`src/rtl/uart_pkg.sv`:
```
// ---------------------------------------------------------------------------
// uart_pkg
// Shared definitions for the UART receiver:
//   - uart_state_e : receiver FSM state encoding
//   - uart_pulse() : clocks per bit for a given clock and baud rate
// ---------------------------------------------------------------------------
package uart_pkg;

    typedef enum logic [1:0] {
        IDLE  = 2'd0,
        START = 2'd1,
        DATA  = 2'd2,
        STOP  = 2'd3
    } uart_state_e;

    // Clocks per bit, integer-truncated (868 for 100 MHz / 115200).
    function automatic int unsigned uart_pulse(input int unsigned clk_freq,
                                               input int unsigned baud_rate);
        return clk_freq / baud_rate;
    endfunction

endpackage

```
`src/rtl/uart_if.sv`:
```
// ---------------------------------------------------------------------------
// uart_if
// Receive bundle between the serial line, the UART receiver and its consumer.
//   sig   : serial line, idles high
//   data  : received word
//   valid : data holds an unconsumed word
//   ready : consumer accepts the word
// Modport rx is the receiver's view (sig/ready in, data/valid out).
// ---------------------------------------------------------------------------
interface uart_if #(
    parameter int unsigned DATA_WIDTH = 8
);
    logic                  sig;
    logic [DATA_WIDTH-1:0] data;
    logic                  valid;
    logic                  ready;

    modport rx (
        input  sig,
        input  ready,
        output data,
        output valid
    );
endinterface

```
`src/rtl/uart_sync2.sv`:
```
// ---------------------------------------------------------------------------
// uart_sync2
// Two-flop synchronizer for the asynchronous serial line.
// Ports:
//   clk   : system clock
//   rstn  : asynchronous active-low reset (flops reset to 1 = line idle)
//   d_i   : asynchronous input
//   q_o   : synchronized output
// ---------------------------------------------------------------------------
module uart_sync2 (
    input  logic clk,
    input  logic rstn,
    input  logic d_i,
    output logic q_o
);

    logic [1:0] ff_q;

    always_ff @(posedge clk or negedge rstn) begin
        if (!rstn) begin
            ff_q <= 2'b11;
        end else begin
            ff_q <= {ff_q[0], d_i};
        end
    end

    assign q_o = ff_q[1];

endmodule

```
`src/rtl/uart_rx.sv`:
```
// ---------------------------------------------------------------------------
// uart_rx
// UART receiver: start bit 0, DATA_WIDTH data bits LSB first, one stop bit,
// no parity. Bit period PULSE = CLK_FREQ / BAUD_RATE clocks.
//
// Ports:
//   clk         : system clock, rising edge
//   rstn        : asynchronous active-low reset
//   rxif        : uart_if.rx bundle (sig, ready in; data, valid out)
//   dbg_state_o : current FSM state, for observation only
//
// Handshake: valid rises the clock after a word completes and then holds,
// with data stable, until a clock where valid && ready; valid drops on that
// clock. ready while valid is low is ignored. A word completing while valid
// is high overwrites data and keeps valid high, and a completion on the same
// clock as a handshake also wins (new word loaded, valid stays high).
//
// Configuration macro:
//   UART_RX_FRAME_CHECK_EN : when defined, a frame whose stop bit samples 0
//                            is dropped; otherwise every frame is delivered.
// ---------------------------------------------------------------------------
module uart_rx
    import uart_pkg::*;
#(
    parameter int unsigned DATA_WIDTH = 8,
    parameter int unsigned BAUD_RATE  = 115200,
    parameter int unsigned CLK_FREQ   = 100_000_000
) (
    input  logic        clk,
    input  logic        rstn,
    uart_if.rx          rxif,
    output uart_state_e dbg_state_o
);

    localparam int unsigned PULSE = uart_pulse(CLK_FREQ, BAUD_RATE);
    localparam int unsigned HALF  = PULSE / 2;
    localparam int unsigned CNT_W = (PULSE > 1) ? $clog2(PULSE) : 1;
    localparam int unsigned IDX_W = (DATA_WIDTH > 1) ? $clog2(DATA_WIDTH) : 1;

    localparam logic [CNT_W-1:0] PULSE_LAST = CNT_W'(PULSE - 1);
    localparam logic [CNT_W-1:0] HALF_LAST  = CNT_W'((HALF > 0) ? HALF - 1 : 0);
    localparam logic [IDX_W-1:0] BIT_LAST   = IDX_W'(DATA_WIDTH - 1);

    logic                  sig_sync;
    logic                  line_prev_q;
    uart_state_e           state_q;
    logic [CNT_W-1:0]      cnt_q;
    logic [IDX_W-1:0]      bit_q;
    logic [DATA_WIDTH-1:0] shift_q;
    logic [DATA_WIDTH-1:0] data_q;
    logic                  valid_q;

    uart_sync2 u_sync (
        .clk  (clk),
        .rstn (rstn),
        .d_i  (rxif.sig),
        .q_o  (sig_sync)
    );

    always_ff @(posedge clk or negedge rstn) begin
        if (!rstn) begin
            state_q     <= IDLE;
            cnt_q       <= '0;
            bit_q       <= '0;
            shift_q     <= '0;
            data_q      <= '0;
            valid_q     <= 1'b0;
            line_prev_q <= 1'b1;
        end else begin
            line_prev_q <= sig_sync;

            // Consumption first; a word completing in STOP on this same clock
            // assigns valid_q again below and therefore takes priority.
            if (valid_q && rxif.ready) begin
                valid_q <= 1'b0;
            end

            case (state_q)
                IDLE: begin
                    // Requiring a 1 before the 0 also makes the receiver wait
                    // for the line to recover after a frame ending low.
                    if (line_prev_q && !sig_sync) begin
                        state_q <= START;
                        cnt_q   <= '0;
                        bit_q   <= '0;
                    end
                end

                START: begin
                    if (cnt_q == HALF_LAST) begin
                        cnt_q   <= '0;
                        // Line back high at mid start bit: a glitch, drop it.
                        state_q <= sig_sync ? IDLE : DATA;
                    end else begin
                        cnt_q <= cnt_q + CNT_W'(1);
                    end
                end

                DATA: begin
                    if (cnt_q == PULSE_LAST) begin
                        cnt_q          <= '0;
                        shift_q[bit_q] <= sig_sync;
                        if (bit_q == BIT_LAST) begin
                            state_q <= STOP;
                        end else begin
                            bit_q <= bit_q + IDX_W'(1);
                        end
                    end else begin
                        cnt_q <= cnt_q + CNT_W'(1);
                    end
                end

                STOP: begin
                    if (cnt_q == PULSE_LAST) begin
                        cnt_q   <= '0;
                        state_q <= IDLE;
`ifdef UART_RX_FRAME_CHECK_EN
                        if (sig_sync) begin
                            data_q  <= shift_q;
                            valid_q <= 1'b1;
                        end
`else
                        data_q  <= shift_q;
                        valid_q <= 1'b1;
`endif
                    end else begin
                        cnt_q <= cnt_q + CNT_W'(1);
                    end
                end

                default: begin
                    state_q <= IDLE;
                end
            endcase
        end
    end

    assign rxif.data   = data_q;
    assign rxif.valid  = valid_q;
    assign dbg_state_o = state_q;

endmodule

```
`src/flat_wrapper.sv`:
```
// flat-port wrapper written by rule: the top's interface ports become plain ports
module uart_rx_flat import uart_pkg::*;
#(
    parameter int unsigned DATA_WIDTH = 8,
    parameter int unsigned BAUD_RATE  = 115200,
    parameter int unsigned CLK_FREQ   = 100_000_000
)
  (clk, rstn, dbg_state_o, rxif_sig, rxif_ready, rxif_data, rxif_valid);
  uart_if #(.DATA_WIDTH(DATA_WIDTH)) rxif_i ();
  input  logic clk;
  input  logic rstn;
  output uart_state_e dbg_state_o;
  input wire logic [$bits(rxif_i.sig)-1:0] rxif_sig;
  input wire logic [$bits(rxif_i.ready)-1:0] rxif_ready;
  output wire logic [$bits(rxif_i.data)-1:0] rxif_data;
  output wire logic [$bits(rxif_i.valid)-1:0] rxif_valid;
  assign rxif_i.sig = rxif_sig;
  assign rxif_i.ready = rxif_ready;
  assign rxif_data = rxif_i.data;
  assign rxif_valid = rxif_i.valid;
  uart_rx #(.DATA_WIDTH(DATA_WIDTH), .BAUD_RATE(BAUD_RATE), .CLK_FREQ(CLK_FREQ)) u_core (.clk(clk), .rstn(rstn), .rxif(rxif_i), .dbg_state_o(dbg_state_o));
endmodule
```
`config.mk`:
```
export PLATFORM = sky130hd
export DESIGN_NAME = uart_rx_flat
export DESIGN_NICKNAME = d
export VERILOG_FILES = /design/src/rtl/uart_pkg.sv /design/src/rtl/uart_if.sv /design/src/rtl/uart_sync2.sv /design/src/rtl/uart_rx.sv /design/src/flat_wrapper.sv
export SDC_FILE = /design/constraint.sdc
export NUM_CORES = 1
export LEC_CHECK = 0
export CORE_ASPECT_RATIO = 0.8
export CORE_MARGIN = 2
export CORE_UTILIZATION = 51
export DETAILED_ROUTE_END_ITERATION = 8
export PLACE_DENSITY = 0.69
export SYNTH_ARGS = -nofsm -noshare
export SYNTH_HDL_FRONTEND = slang
export SYNTH_SLANG_ARGS = --single-unit
```
`constraint.sdc`:
```
create_clock -name clk -period 2.3 [get_ports clk]
set_input_delay 0.46 -clock clk [delete_from_list [all_inputs] [get_ports clk]]
set_output_delay 0.46 -clock clk [all_outputs]
set_load 0.02 [all_outputs]
```
Word level (Yosys, flattened, before mapping). Cells that the tools add are included.

$lt $le $gt $ge: 2. Reductions and logical operators: 11. Add/subtract/negate cells: 2. Eq/ne operators: 12. Muxes and demuxes: 21.

Operator list (number): two-way mux 10 bit (3); one-hot mux 10 bit (3 select lines) (1); two-way mux 2 bit (6); adder 10 x 1 -> 10 bit (second input constant) (1); == test 10 bit (second input constant) (1); == test 10 x 9 -> 1 bit (second input constant) (1); != test 2 x 1 -> 1 bit (second input constant) (5); two-way mux 3 bit (3); bitwise mux 8 bit (1); one-hot mux 2 bit (4 select lines) (1); one-hot mux 3 bit (2 select lines) (1); AND reduction 5 bit (1); == test 2 bit (second input constant) (2); < comparator 3 x 4 -> 1 bit (second input constant) (1); two-way mux 1 bit (4); AND reduction 2 bit (2); AND reduction 4 bit (1); adder 3 x 1 -> 3 bit (second input constant) (1); demux 1 bit (select 3 bit) (1); == test 3 bit (second input constant) (1); greater-or-equal comparator 3 x 1 -> 1 bit (second input constant) (1); logical AND 1 bit (3); == test 2 x 1 -> 1 bit (second input constant) (1); zero test 2 bit (1); 4 further kinds (4).

Output and inout port bits: 11. Word-level logic and storage cells: 56. Flip-flop bits (word level): 35. Input port bits: 4.

Depth between registers and ports, before layout.
Word-level depth: 5. Mapped depth: 6.

Cells and area by module. Synthesis repeated with hierarchy kept, for this count alone.

Cells, all modules: 156. Area, all modules: 1769.2 µm².

Modules (own cells, without submodules): uart_rx (sequential area each 827.0 µm², cells an instance 154, times used 1, area each 1716.6 µm²); uart_sync2 (sequential area each 52.6 µm², cells an instance 2, times used 1, area each 52.6 µm²).

Worst setup path before layout. No wires, ideal clock.

Path kind: flip-flop to flip-flop. Start point: register u_core.cnt_q[3]. End point: register u_core.shift_q[3]. Arrival: 1.835 ns. Stages on the path, launching flop included: 5. Period minus slack after synthesis: 1.963 ns. Path slack: 0.337 ns. Path through: dfrtp_1 > or3b_4 > or3_4 > nor4b_2 > mux2_1.

Longest elaborated chain between the ends: 2.

RTL lines: start: declaration (RTL line uart_rx.sv:47) `logic [CNT_W-1:0] cnt_q;`; start signal: assignment (RTL line uart_rx.sv:95) `cnt_q <= cnt_q + CNT_W'(1);`; start signal: assignment (RTL line uart_rx.sv:109) `cnt_q <= cnt_q + CNT_W'(1);`; start signal: assignment (RTL line uart_rx.sv:127) `cnt_q <= cnt_q + CNT_W'(1);`; == test 10 bit (RTL line uart_rx.sv:100) `if (cnt_q == PULSE_LAST) begin`; AND reduction 2 bit (no line); end signal: indexed assignment (RTL line uart_rx.sv:102) `shift_q[bit_q] <= sig_sync;`; end: declaration (RTL line uart_rx.sv:49) `logic [DATA_WIDTH-1:0] shift_q;`.

No other way between the ends. A chain may end at the register's enable or synchronous reset.

Final worst setup path. Ends and elaborated chain as after synthesis.

==> metrics.md <==
| Metric | Value |
|---|---|
| Wire length per cell | 15.6 microns |
| Final hold viol count | 0 |
| Die Wd | 69.4 microns |
| FFs w/ async S/R, synth | 1.00 |
| Number of setup buffers added after CTS | 0 |
| Worst-path fanout max | 7 |
| Maximum VDD drop | 0.000462 V |
| Top_reg_cell synth | dfrtp_1 |
| Post-route setup TNS | 0 ns |
| Maximum clock rate | 0.481 GHz |
| Hold Crit Class | reg -> reg |
| Clk sinks | 35 |
| Final Setup Violations | 0 |
| Hold bufs inserted after CTS | 0 |
| Period minus WS final | 2.08 ns |
| Root Driver | clkbuf_8 |
| Relative slew slack | 0.666 |
| Post-synthesis net count | 167 |
| H-tree levels | 2 |
| TritonCTS buffer count | 5 |
| Largest area contributor in the netlist | dfrtp_1 |
| Largest net degree at the start of global routing | 25 |
| Sequential standard cell area | 880 sq um |
| Synth top area cells | dfrtp_1 (46%), mux2_2 (10%), nand2_1 (5.4%) |
| Die Y | 56.3 microns |
| Initial antenna violation count | 0 |
| Vias in the first global route | 1167 |
| TritonCTS clock tree | built |
| Netlist cell types | 40 |
| Syn_area_per_cell | 11.0 sq um |
| Post-cts resize count | 0 |
| Fillers | 242 |
| Detail Route Antenna Nets | 0 |
| R2R setup slack | 0.22 ns |
| Sequential fraction of the synthesis area | 0.505 |
| Detailed Route Iter0 Violations | 104 |
| Worst path top cell family by delay | simple AND/OR/NAND/NOR gates |
| WP buf/inv | 0 |
| Clock Path Buffers | 2 |
| DR vias | 1237 |
| CP required | 2.47 ns |
| Row cnt | 18 |
| CP max stage delay | 0.46 ns |
| Share of cells above drive strength 1 | 0.217 |
| Max-slew violation count | 0 |
| Core Util, Final | 0.639 |
| Global-route wire length before repair | 5750 microns |
| Kind of critical path | reg -> reg |
| Max-Cap Viols | 0 |
| Grt ovf | 0 |
| Overall power | 1200 uW |
| Drt drc | 0 |
| Post-synthesis register bit count | 35 |
| Worst slew pin tran | 0.496 ns |
| Detailed Routing Iterations Pass 1 | 4 |
| Die area | 3900 sq um |
| Inserted Diodes | 0 |
| Placeable Area | 3180 sq um |
| Vias/cell | 5.62 |
| Pwr dens | 590 nW/um^2 |
| Worst-path cell chain | or3b_4 > or3_4 > nor4b_2 > mux2_1 |
| Mapped Cells | 159 |
| Leak Pwr | 0.000880 uW |
| CP startpoint kind | register |
| Final period util | 0.904 |
| Yosys warnings | 0 |
| GPL Wtd Cong | 0.954 |
| Nets | 187 |
| Cell Area, Synth | 1740 sq um |
| Critical path endpoint category | register |
| Top-Level Pins | 15 |
| DP HPWL | 2500 microns |
| GRT Util Overall | 0.192 |
| Multi-input logic area | 825 sq um |
| Clock-pin transition on the worst setup and hold timing paths | 0.07 ns |
| Final Skew | 0.00612 ns |
| EDFF count, synth | 0 |
| Post-synth top area share | 0.459 |
| Initial core utilization | 0.549 |
| Final WL | 3420 microns |
| Synth-to-Final Area Change | 16.5% |
| I/O Buffers | 14 |
| RSZ-0062 raised after global routing | no |
| Worst-Skew Late Latency | 0.29 ns |
| Worst path arrival time | 2.25 ns |
| Slowest CP cell | or3b_4 |
| Status | finished, final reports clean |
worst paths after layout:
path,startpoint,endpoint,cells past startpoint
worst max-delay path,u_core.cnt_q[3],u_core.shift_q[3],4
worst min-delay path,u_core.u_sync.ff_q[0],u_core.u_sync.ff_q[1],0
worst max register to register,u_core.cnt_q[3],u_core.shift_q[3],4
worst min register to register,u_core.u_sync.ff_q[0],u_core.u_sync.ff_q[1],0
max in group asynchronous,rstn,u_core.u_sync.ff_q[1],2
min in group asynchronous,rstn,u_core.cnt_q[6],2
flip-flops by register name, summed over array words and instances, names as in the netlist, named ones only:
register,count
u_core.cnt_q,10
u_core.rxif.data,8
u_core.shift_q,8
u_core.bit_q,3
u_core.u_sync.ff_q,2
u_core.dbg_state_o,1
u_core.line_prev_q,1
u_core.rxif.valid,1
cells in the mapped netlist (2+ instances only):
cell	number
dfrtp_1	32
nand2_1	25
mux2_2	16
o211ai_1	7
nand3_1	6
o21ai_0	6
clkbuf_1	5
nor2b_1	5
ha_1	4
inv_1	4
a211o_1	3
dfstp_2	3
nand2b_1	3
nand4_1	3
nor2_1	3
nor4_1	3
a21oi_1	2
a221o_1	2
and2_1	2
and3_1	2
mux2_1	2
nand4b_1	2
nor3_1	2
logic make-up (layout without fill, tap and decap cells):
logic type	after synthesis	after routing	share of synthesized area
buffers and inverters	10	31	0.0222
AND/OR/NAND/NOR	67	67	0.217
AO/OA/AOI/OAI	24	24	0.106
multiplexers	18	18	0.116
flip-flops	35	35	0.505
XOR/XNOR	1	1	0.00503
adder cells (fa/ha/maj)	4	4	0.0287
metal layers:
layer | part of all wire | global-route usage
met1 | 0.52 | 0.300
met5 | 0 | 0
met4 | 0.020 | 0.0840
met3 | 0.046 | 0.0485
met2 | 0.41 | 0.246
final cells by class:
class                      instances  share of cell area
sequential                        35               0.433
multi-input combinational        114               0.406
timing repair buffer              19              0.0875
clock buffer                       5              0.0339
tap                               40              0.0246
clock inverter                     3             0.00739
inverter                           4             0.00739
power by group:
group	leakage (uW)	switching [uW]	internal (uW)
combinational	0.000357	68.3	46.9
clock	0.0000477	212	207
sequential	0.000476	26.2	638
cells in the final DEF, fill, tap and decap left out, types with 2 or more instances in the layout:
| cell | count |
|---|---|
| dfrtp_1 | 32 |
| nand2_1 | 25 |
| mux2_2 | 16 |
| clkdlybuf4s50_1 | 14 |
| o211ai_1 | 7 |
| o21ai_0 | 6 |
| nand3_1 | 6 |
| nor2b_1 | 5 |
| clkbuf_8 | 5 |
| buf_4 | 5 |
| inv_1 | 4 |
| ha_1 | 4 |
| nand2b_1 | 3 |
| nor4_1 | 3 |
| nand4_1 | 3 |
| a211o_1 | 3 |
| nor2_1 | 3 |
| clkinv_2 | 3 |
| dfstp_2 | 3 |
| nand4b_1 | 2 |
| nor3_1 | 2 |
| a21oi_1 | 2 |
| a221o_1 | 2 |
| and2_1 | 2 |
| mux2_1 | 2 |
| and3_1 | 2 |
stage by stage:
stage | hold slack (ns) | setup slack (ns) | std cells | instance area, sq um
floorplan | 0.164 | 0.337 | 159 | 1740
global placement | 0.346 | 0.289 | 212 | 1950
detailed placement | 0.350 | 0.263 | 212 | 1950
CTS | 0.360 | 0.247 | 220 | 2030
global route | 0.361 | 0.162 | 220 | 2030
finish | 0.357 | 0.220 | 220 | 2030
(Power assumes the default switching activity.)
